## src/rtl/mem_rw_bridge.sv

```systemverilog
// mem_rw_bridge: burst bridge from a valid/ready request/response interface onto
// a single-cycle memory helper port (r_enable/r_index/r_data, w_enable/w_index/
// w_data/w_mask, enable).
// Byte addresses become word indices relative to BASE_ADDR; byte strobes become bit masks.
// Optional build macro MEM_BRIDGE_RANGE_CHK_EN: beats outside
// [BASE_ADDR, BASE_ADDR+MEM_BYTES) are blocked and reported through rsp_err.
module mem_rw_bridge #(
    parameter int unsigned DATA_W    = 64,
    parameter int unsigned ADDR_W    = 64,
    parameter int unsigned LEN_W     = 4,
    parameter logic [63:0] BASE_ADDR = 64'h8000_0000,
    parameter logic [63:0] MEM_BYTES = 64'h0800_0000
) (
    input  logic                clk,
    input  logic                rst_n,
    input  logic                req_valid,
    output logic                req_ready,
    input  logic                req_write,
    input  logic [ADDR_W-1:0]   req_addr,
    input  logic [LEN_W-1:0]    req_len,
    input  logic                wd_valid,
    output logic                wd_ready,
    input  logic [DATA_W-1:0]   wd_data,
    input  logic [DATA_W/8-1:0] wd_strb,
    output logic                rsp_valid,
    input  logic                rsp_ready,
    output logic [DATA_W-1:0]   rsp_data,
    output logic                rsp_last,
    output logic                rsp_write,
    output logic                rsp_err,
    output logic                mem_enable,
    output logic                mem_r_enable,
    output logic [ADDR_W-1:0]   mem_r_index,
    input  logic [DATA_W-1:0]   mem_r_data,
    output logic                mem_w_enable,
    output logic [ADDR_W-1:0]   mem_w_index,
    output logic [DATA_W-1:0]   mem_w_data,
    output logic [DATA_W-1:0]   mem_w_mask
);

    localparam int unsigned       STRB_W = DATA_W / 8;
    localparam int unsigned       SHIFT  = $clog2(STRB_W);
    localparam logic [ADDR_W-1:0] BASE_A = ADDR_W'(BASE_ADDR);
    localparam logic [ADDR_W-1:0] STEP_A = ADDR_W'(STRB_W);

    typedef enum logic [2:0] {
        S_IDLE     = 3'd0,
        S_RD       = 3'd1,
        S_RD_DRAIN = 3'd2,
        S_WR       = 3'd3,
        S_WR_RSP   = 3'd4
    } state_t;

    state_t              state_r;
    state_t              state_nxt_s;
    logic [ADDR_W-1:0]   addr_r;
    logic [LEN_W-1:0]    len_r;
    logic [LEN_W-1:0]    beat_r;
    logic                err_acc_r;
    logic                rsp_valid_r;
    logic [DATA_W-1:0]   rsp_data_r;
    logic                rsp_last_r;
    logic                rsp_write_r;
    logic                rsp_err_r;

    logic [ADDR_W-1:0]   off_s;
    logic [ADDR_W-1:0]   idx_s;
    logic                in_range_s;
    logic                last_beat_s;
    logic                accept_s;
    logic                rd_issue_s;
    logic                wr_beat_s;
    logic                rsp_pop_s;

    // Each strobe bit enables one full byte lane of the memory word.
    function automatic logic [DATA_W-1:0] expand_strb(input logic [STRB_W-1:0] strb);
        logic [DATA_W-1:0] mask;
        mask = '0;
        for (int i = 0; i < STRB_W; i++) begin
            mask[8*i +: 8] = {8{strb[i]}};
        end
        return mask;
    endfunction

    // Offset and index wrap modulo 2^ADDR_W; low byte-lane bits drop out in the shift.
    assign off_s       = addr_r - BASE_A;
    assign idx_s       = off_s >> SHIFT;
    assign last_beat_s = (beat_r == len_r);

`ifdef MEM_BRIDGE_RANGE_CHK_EN
    localparam logic [ADDR_W-1:0] SPAN_A = ADDR_W'(MEM_BYTES);
    assign in_range_s = (off_s < SPAN_A);
`else
    logic unused_cfg_s;
    assign unused_cfg_s = ^MEM_BYTES;
    assign in_range_s   = 1'b1;
`endif

    // State register.
    always_ff @(posedge clk) begin
        if (!rst_n) begin
            state_r <= S_IDLE;
        end else begin
            state_r <= state_nxt_s;
        end
    end

    // Next-state decode and memory/handshake strobes; everything is held low in reset.
    always_comb begin
        state_nxt_s  = state_r;
        req_ready    = 1'b0;
        wd_ready     = 1'b0;
        mem_enable   = 1'b0;
        mem_r_enable = 1'b0;
        mem_r_index  = '0;
        mem_w_enable = 1'b0;
        mem_w_index  = '0;
        mem_w_data   = '0;
        mem_w_mask   = '0;
        accept_s     = 1'b0;
        rd_issue_s   = 1'b0;
        wr_beat_s    = 1'b0;
        rsp_pop_s    = 1'b0;
        if (!rst_n) begin
            state_nxt_s = S_IDLE;
        end else begin
            case (state_r)
                S_IDLE: begin
                    req_ready = 1'b1;
                    if (req_valid) begin
                        accept_s    = 1'b1;
                        state_nxt_s = req_write ? S_WR : S_RD;
                    end else begin
                        state_nxt_s = S_IDLE;
                    end
                end
                S_RD: begin
                    mem_enable  = 1'b1;
                    mem_r_index = idx_s;
                    // A beat may only be issued if its response has somewhere to land.
                    if (!rsp_valid_r || rsp_ready) begin
                        rd_issue_s   = 1'b1;
                        mem_r_enable = in_range_s;
                        state_nxt_s  = last_beat_s ? S_RD_DRAIN : S_RD;
                    end else begin
                        state_nxt_s = S_RD;
                    end
                end
                S_RD_DRAIN: begin
                    mem_enable = 1'b1;
                    if (rsp_ready) begin
                        rsp_pop_s   = 1'b1;
                        state_nxt_s = S_IDLE;
                    end else begin
                        state_nxt_s = S_RD_DRAIN;
                    end
                end
                S_WR: begin
                    mem_enable = 1'b1;
                    wd_ready   = 1'b1;
                    if (wd_valid) begin
                        wr_beat_s    = 1'b1;
                        mem_w_enable = in_range_s;
                        mem_w_index  = idx_s;
                        mem_w_data   = wd_data;
                        mem_w_mask   = expand_strb(wd_strb);
                        state_nxt_s  = last_beat_s ? S_WR_RSP : S_WR;
                    end else begin
                        state_nxt_s = S_WR;
                    end
                end
                S_WR_RSP: begin
                    mem_enable = 1'b1;
                    if (rsp_ready) begin
                        rsp_pop_s   = 1'b1;
                        state_nxt_s = S_IDLE;
                    end else begin
                        state_nxt_s = S_WR_RSP;
                    end
                end
                default: begin
                    state_nxt_s = S_IDLE;
                end
            endcase
        end
    end

    // Burst address/beat bookkeeping and the single-entry response register.
    always_ff @(posedge clk) begin
        if (!rst_n) begin
            addr_r      <= '0;
            len_r       <= '0;
            beat_r      <= '0;
            err_acc_r   <= 1'b0;
            rsp_valid_r <= 1'b0;
            rsp_data_r  <= '0;
            rsp_last_r  <= 1'b0;
            rsp_write_r <= 1'b0;
            rsp_err_r   <= 1'b0;
        end else begin
            if (accept_s) begin
                addr_r    <= req_addr;
                len_r     <= req_len;
                beat_r    <= '0;
                err_acc_r <= 1'b0;
            end else if (rd_issue_s || wr_beat_s) begin
                addr_r    <= addr_r + STEP_A;
                beat_r    <= beat_r + LEN_W'(1);
                err_acc_r <= err_acc_r | (wr_beat_s & ~in_range_s);
            end
            if (rd_issue_s) begin
                rsp_valid_r <= 1'b1;
                rsp_data_r  <= in_range_s ? mem_r_data : '0;
                rsp_last_r  <= last_beat_s;
                rsp_write_r <= 1'b0;
                rsp_err_r   <= ~in_range_s;
            end else if (wr_beat_s && last_beat_s) begin
                rsp_valid_r <= 1'b1;
                rsp_data_r  <= '0;
                rsp_last_r  <= 1'b1;
                rsp_write_r <= 1'b1;
                rsp_err_r   <= err_acc_r | ~in_range_s;
            end else if (rsp_pop_s) begin
                rsp_valid_r <= 1'b0;
                rsp_data_r  <= '0;
                rsp_last_r  <= 1'b0;
                rsp_write_r <= 1'b0;
                rsp_err_r   <= 1'b0;
            end
        end
    end

    // Response port mirrors the response register, forced low while reset is asserted.
    always_comb begin
        if (rst_n) begin
            rsp_valid = rsp_valid_r;
            rsp_data  = rsp_data_r;
            rsp_last  = rsp_last_r;
            rsp_write = rsp_write_r;
            rsp_err   = rsp_err_r;
        end else begin
            rsp_valid = 1'b0;
            rsp_data  = '0;
            rsp_last  = 1'b0;
            rsp_write = 1'b0;
            rsp_err   = 1'b0;
        end
    end

endmodule

```

## config.mk

```make
export PLATFORM = sky130hd
export DESIGN_NAME = mem_rw_bridge
export DESIGN_NICKNAME = d
export VERILOG_FILES = /design/src/rtl/mem_rw_bridge.sv
export SDC_FILE = /design/constraint.sdc
export NUM_CORES = 1
export LEC_CHECK = 0
export ABC_AREA = 1
export BUFFER_PORTS_ARGS = -buffer_cell sky130_fd_sc_hd__buf_4
export CORE_AREA = 2 2 209 211
export DETAILED_ROUTE_END_ITERATION = 16
export DIE_AREA = 0 0 211 213
export SYNTH_ARGS = -nofsm -noshare
export SYNTH_HDL_FRONTEND = slang
export SYNTH_SLANG_ARGS = --single-unit
```

## constraint.sdc

```tcl
create_clock -name clk -period 2.54 [get_ports clk]
set_clock_uncertainty 0.05 [all_clocks]
set_input_delay 0.508 -clock clk [delete_from_list [all_inputs] [get_ports clk]]
set_output_delay 0.508 -clock clk [all_outputs]
set_load 0.1 [all_outputs]
```

After elaboration in Yosys (flattened, before gate mapping):

Cells that the tools add are included.

* flip-flop bits (word level): 143
* bits in latches: 0
* bits in writable memories: 0
* bits in read-only memories: 0
* bits of input ports: 210
* output and inout port bits: 329
* memories kept: 0

* add/subtract/negate cells: 3
* multipliers: 0
* div/mod/pow operators: 0
* order comparisons: 0
* equality and inequality tests: 5
* shift operators: 0
* muxes and demuxes: 53
* bitwise logic cells: 1
* reductions and logical operators: 12

Operator list (count)
* 64-bit 2-to-1 mux: 14
* 61-bit 2-to-1 mux: 3
* 64-bit by 4-bit adder with 64-bit output (second input constant): 1
* 64-bit by 32-bit subtractor with 64-bit output (second input constant): 1
* 1-bit 2-to-1 mux: 27
* 3-bit case mux with 5 select lines: 1
* 2-bit 2-to-1 mux: 5
* 3-bit 2-to-1 mux: 3
* 3-bit by 2-bit equality test with 1-bit output (second input constant): 2
* 2-bit OR reduction: 3
* 4-bit by 1-bit adder with 4-bit output (second input constant): 1
* 4-bit equality test: 1
* 2-bit nonzero test: 2
* 4-bit OR reduction: 1
* 3-bit by 1-bit equality test with 1-bit output (second input constant): 1
* 3-bit equality test (second input constant): 1
* 3-bit logical NOT: 1
* 3-bit nonzero test: 1
* 1-bit logical OR: 2
* 1-bit logical AND: 1
* 1-bit logical NOT: 1
* 1-bit inverter: 1

Depth between registers and ports, before layout:

* word-level depth: 8
* depth in mapped cells: 12
* gate-level depth less buffers: 11

Worst setup path after synthesis:

OpenSTA, ideal clock, no wires.

* path kind: input port to output port
* start point: input rst_n
* end point: output mem_w_mask[1]
* data arrival time: 4.027 ns
* required time: 1.982 ns
* setup slack: -2.045 ns
* stages on the path: 7
* buffers on the path: 3
* path through: buf_2 > inv_4 > nor2_2 > nand2_4 > clkbuf_1 > nor2_1 > buf_4

* word-level cells in the longest chain between the ends: 1

Ends and longest elaborated chain
* from (decl): line 15 `input logic rst_n,`
* 64-bit 2-to-1 mux: line 124 `if (!rst_n) begin`
* to (decl): line 38 `output logic [DATA_W-1:0] mem_w_mask`

No other way between the ends.

Final worst setup path:

* start point: register addr_r[32]
* end point: output mem_w_index[55]

* word-level cells in the longest chain between the ends: 4

Ends and longest elaborated chain
* from (decl): line 56 `logic [ADDR_W-1:0] addr_r;`
* from (signal assigned): line 202 `addr_r <= req_addr;`
* from (signal assigned): line 207 `addr_r <= addr_r + STEP_A;`
* 64-bit by 32-bit subtractor with 64-bit output: line 86 `assign off_s = addr_r - BASE_A;`
* 61-bit 2-to-1 mux: line 161 `if (wd_valid) begin`
* 61-bit 2-to-1 mux: line 127 `case (state_r)`
* 64-bit 2-to-1 mux: line 124
* to (decl): line 36 `output logic [ADDR_W-1:0] mem_w_index,`

No other way between the ends.

==> run_results.csv <==
group,metric,value,unit
run_status,status,"finished, violations left",
run_status,violations,"setup timing",
logic_synthesis,seq_area_frac_synth,0.270,
clocking,h-tree-depth,4,
detailed_routing,viasPerCell,4.69,
detailed_routing,wl,58500,µm
power_and_ir_drop,vdd.ir_drop.worst,0.583,mV
placement,post-place-ws,-0.0593,ns
logic_synthesis,async_flop_share,0,
worst_setup_path,critPathKind,"flop to output port",
power_and_ir_drop,combPwrFrac,0.490,
logic_synthesis,synthXorXnorAreaFrac,0.0289,
clocking,clockBufferDepth,2,
power_and_ir_drop,powerDensity,444,nW/µm²
detailed_routing,route.detailed.drc,0,
placement,dp_hpwl,40400,µm
global_route,antenna_found_initial,7,
sta,maxSlewHeadroom,0.555,
logic_synthesis,syn_avg_cell_area,5.72,µm²
logic_synthesis,synth_fa_ha_area_frac,0.00485,
logic_synthesis,synth_edf_count,0,
worst_hold_path,min_path_type,"input pin to flop",
floorplanning,row_count,76,
sta,fmax,348,MHz
detailed_routing,vias,13900,
worst_setup_path,required,1.98,ns
cells_and_area,nNetsFinal,2613,
worst_setup_path,start_kind,"flop",
worst_setup_path,crit_fanout,5,
cells_and_area,syn_to_final_growth,113,%
power_and_ir_drop,intPower,5.34,mW
logic_synthesis,yosys.area_share.simple,0.399,
global_route,globalRouteTotalUtil,0.237,
clocking,cts_root_buf,"clkbuf_16",
logic_synthesis,synth_top_area_share,0.270,
detailed_routing,antenna_left,0,
power_and_ir_drop,p_sw,4.44,mW
clocking,insertion_delay,0.46,ns
logic_synthesis,ys_ff_latch,139,
floorplanning,chipHeight,213,µm
sta,finalWorstSetupSlack,-0.336,ns
cells_and_area,postLayoutCoreUtil,0.516,
detailed_routing,dr.first_iter.drc_count,911,
sta,finalCriticalPeriod,2.88,ns
floorplanning,die-area,44900,µm²
sta,rsz0062_at_grt,"yes",
worst_setup_path,end_kind,"output port",
logic_synthesis,synth-compound-area-share,0.106,
logic_synthesis,yosys_warnings,0,
power_and_ir_drop,pwr-share-seq,0.259,
floorplanning,io_pins,539,
logic_synthesis,post_synth_num_cell_types,46,
floorplanning,start_util,0.242,
clocking,cts_tree,"yes",
logic_synthesis,muxShareOfSynthArea,0,
logic_synthesis,synth_area,10300,µm²
sta,fin_crit_sh,1.13,
logic_synthesis,postSynthCellCount,1803,
clocking,cts_made_buffers,17,
run,cap_violations,0,
cells_and_area,drive_above_1_share,0.450,
worst_setup_path,arrival,2.32,ns
placement,place_congestion,0.908,
detailed_routing,post_drt_wl_per_cell,19.7,µm
sta,slew_violations,0,
logic_synthesis,yosysTopAreaCell,"dfxtp_1",
global_route,grt_pass1_vias,13700,
power_and_ir_drop,p_leak,9.68,nW
logic_synthesis,ys.flop_type,"dfxtp_1",
logic_synthesis,synth_top_family_by_area,"simple AND/OR/NAND/NOR gates",
global_route,grt_pass1_wl,79900,µm
floorplanning,fp.dieW,211,µm
global_route,grt_max_degree,89,
sta,setup_viol_count_final,158,
sta,worst_pin_slew,0.668,ns
clocking,clock_sinks,139,
sta,hold_viol,0,
power_and_ir_drop,clock_power_share,0.251,
logic_synthesis,synth.area.top_cells,"dfxtp_1, nand2_1, nor2_1, inv_1, nand3_1",
clocking,clk_pin_slew,0.07,ns
global_route,overflow,0,
detailed_routing,first_pass_iters,9,
floorplanning,core_area,42700,µm²
placement,numPortBuffers,528,
power_and_ir_drop,sw_frac_of_total,0.454,
==> cell type report <==
type	instances	area, µm²
sequential	139	2830
clock buffer	17	425
inverter	295	1140
clock inverter	15	131
timing repair buffer	717	9070
timing repair inverter	1	11.3
antenna	8	20.0
tap	546	683
multi-input combinational	1228	7700
fill	3853	20700
==> cells in the mapped netlist, types with 2 or more instances <==
cell type,n
nor4_1,3
nand2_2,4
buf_4,68
nand2_4,2
xnor2_1,3
inv_1,287
nand3b_1,4
ha_1,4
nor3_1,11
a31oi_1,21
o211ai_1,11
nor2_1,349
buf_2,34
nor2_2,16
a22oi_1,2
nor3_2,2
dfxtp_1,139
nand3_2,4
nand4_1,29
o21ai_0,41
clkbuf_1,36
nand2_1,432
a22o_1,3
nor2_4,5
inv_2,6
nor4_2,2
a21oi_1,49
o21ai_1,69
buf_1,9
nand3_1,111
xor2_1,31
a21boi_1,2
==> cell families (layout without fill, tap and decap cells) <==
kind of cell / after synthesis / in the layout
xor gates and xnor gates: 34 / 34
adders and majority gates: 4 / 4
buffers and inverters: 443 / 1045
and+or+nand+nor: 980 / 981
other: 1 / 15
AOI/OAI and AO/OA: 202 / 202
DFF: 139 / 139
==> layout by cell type (no fill, tap or decap), types with 5 or more instances in the layout <==
cell type	count
inv_1	284
o21ai_0	41
dfxtp_4	8
nor3_1	11
dfxtp_2	12
diode_2	8
nand4_1	29
buf_16	10
nand3_1	107
xor2_4	11
buf_12	244
conb_1	7
o21ai_1	67
nor2_1	129
xor2_1	14
nand2_1	416
dfxtp_1	119
nor2_2	25
nand2_4	5
buf_8	16
inv_6	7
nand2_2	16
buf_4	381
a21oi_1	48
o211ai_1	11
clkbuf_16	22
inv_2	7
nor2_4	216
buf_6	61
a31oi_1	20
xor2_2	6
==> final timing paths <==
kind                            slack [ns]  depth (start not counted)                        start                     endpoint
worst max-delay path                 -0.34                          9      addr_r[32]$_SDFFE_PN0P_              mem_w_index[55]
worst min-delay path                  0.19                          3               mem_r_data[55]  rsp_data_r[55]$_SDFFE_PN0P_
worst max register to register        0.26                         11       addr_r[4]$_SDFFE_PN0P_      addr_r[43]$_SDFFE_PN0P_
worst min register to register        0.42                          2  rsp_data_r[12]$_SDFFE_PN0P_  rsp_data_r[12]$_SDFFE_PN0P_
==> registers in the layout (all words and copies together) (netlist names) <==
register and flops:
rsp_data_r 64, rsp_write_r 1, rsp_last_r 1, state_r 3, addr_r 61, rsp_valid_r 1, beat_r 4, len_r 4
==> layer usage <==
| metal | global-route usage | vias up | part of all wire |
|---|---|---|---|
| met4 | 0.133 | 2 | 0.056 |
| met3 | 0.0540 | 133 | 0.073 |
| met5 | 0 | - | 0.00017 |
| met1 | 0.240 | 6480 | 0.35 |
| li1 | - | 6671 | - |
| met2 | 0.447 | 633 | 0.52 |
==> timing repair <==
action                                 CTS  global route
hold buffers                             0             0
gates cloned                             9             6
pin swaps                               39            58
gates resized for setup                566           443
endpoints found under the hold margin    0             0
setup endpoints to repair              246           249
setup buffers                           58            21
==> power groups by stage <==
stage	clock network [mW]	registers [mW]	logic, mW
final	2.45	2.53	4.79
after global routing	2.59	2.55	5.06
after CTS	2.51	2.52	4.40
after detailed placement	0	2.56	3.89
after global placement	0	2.55	3.87
after floorplan	0	2.52	2.66
==> stage by stage <==
stage | std cells | total power [mW] | hold WS (ns) | setup TNS (ns) | instance area, µm²
5_1_grt | 2966 | 10.2 | 0.195 | -28.48 | 22000
3_3_place_gp | 2842 | 6.42 | 0.406 | -0.206 | 16300
4_1_cts | 2939 | 9.42 | 0.176 | -13.51 | 19900
3_5_place_dp | 2842 | 6.45 | 0.411 | -0.201 | 16300
6_report | 2966 | 9.77 | 0.195 | -13.67 | 22000
2_1_floorplan | 1809 | 5.18 | 0.391 | -100.54 | 12300
==> worst max-delay path, stage by stage (launching register included) <==
cell	delay [ns]
dfxtp_2	0.34
or2_4	0.27
nor2_4	0.14
nand4_4	0.16
nor2_4	0.19
nand3_4	0.15
o21ai_2	0.16
nand2_2	0.11
nor2_4	0.15
buf_12	0.18
Note: power is estimated with default switching activity, not from simulation.
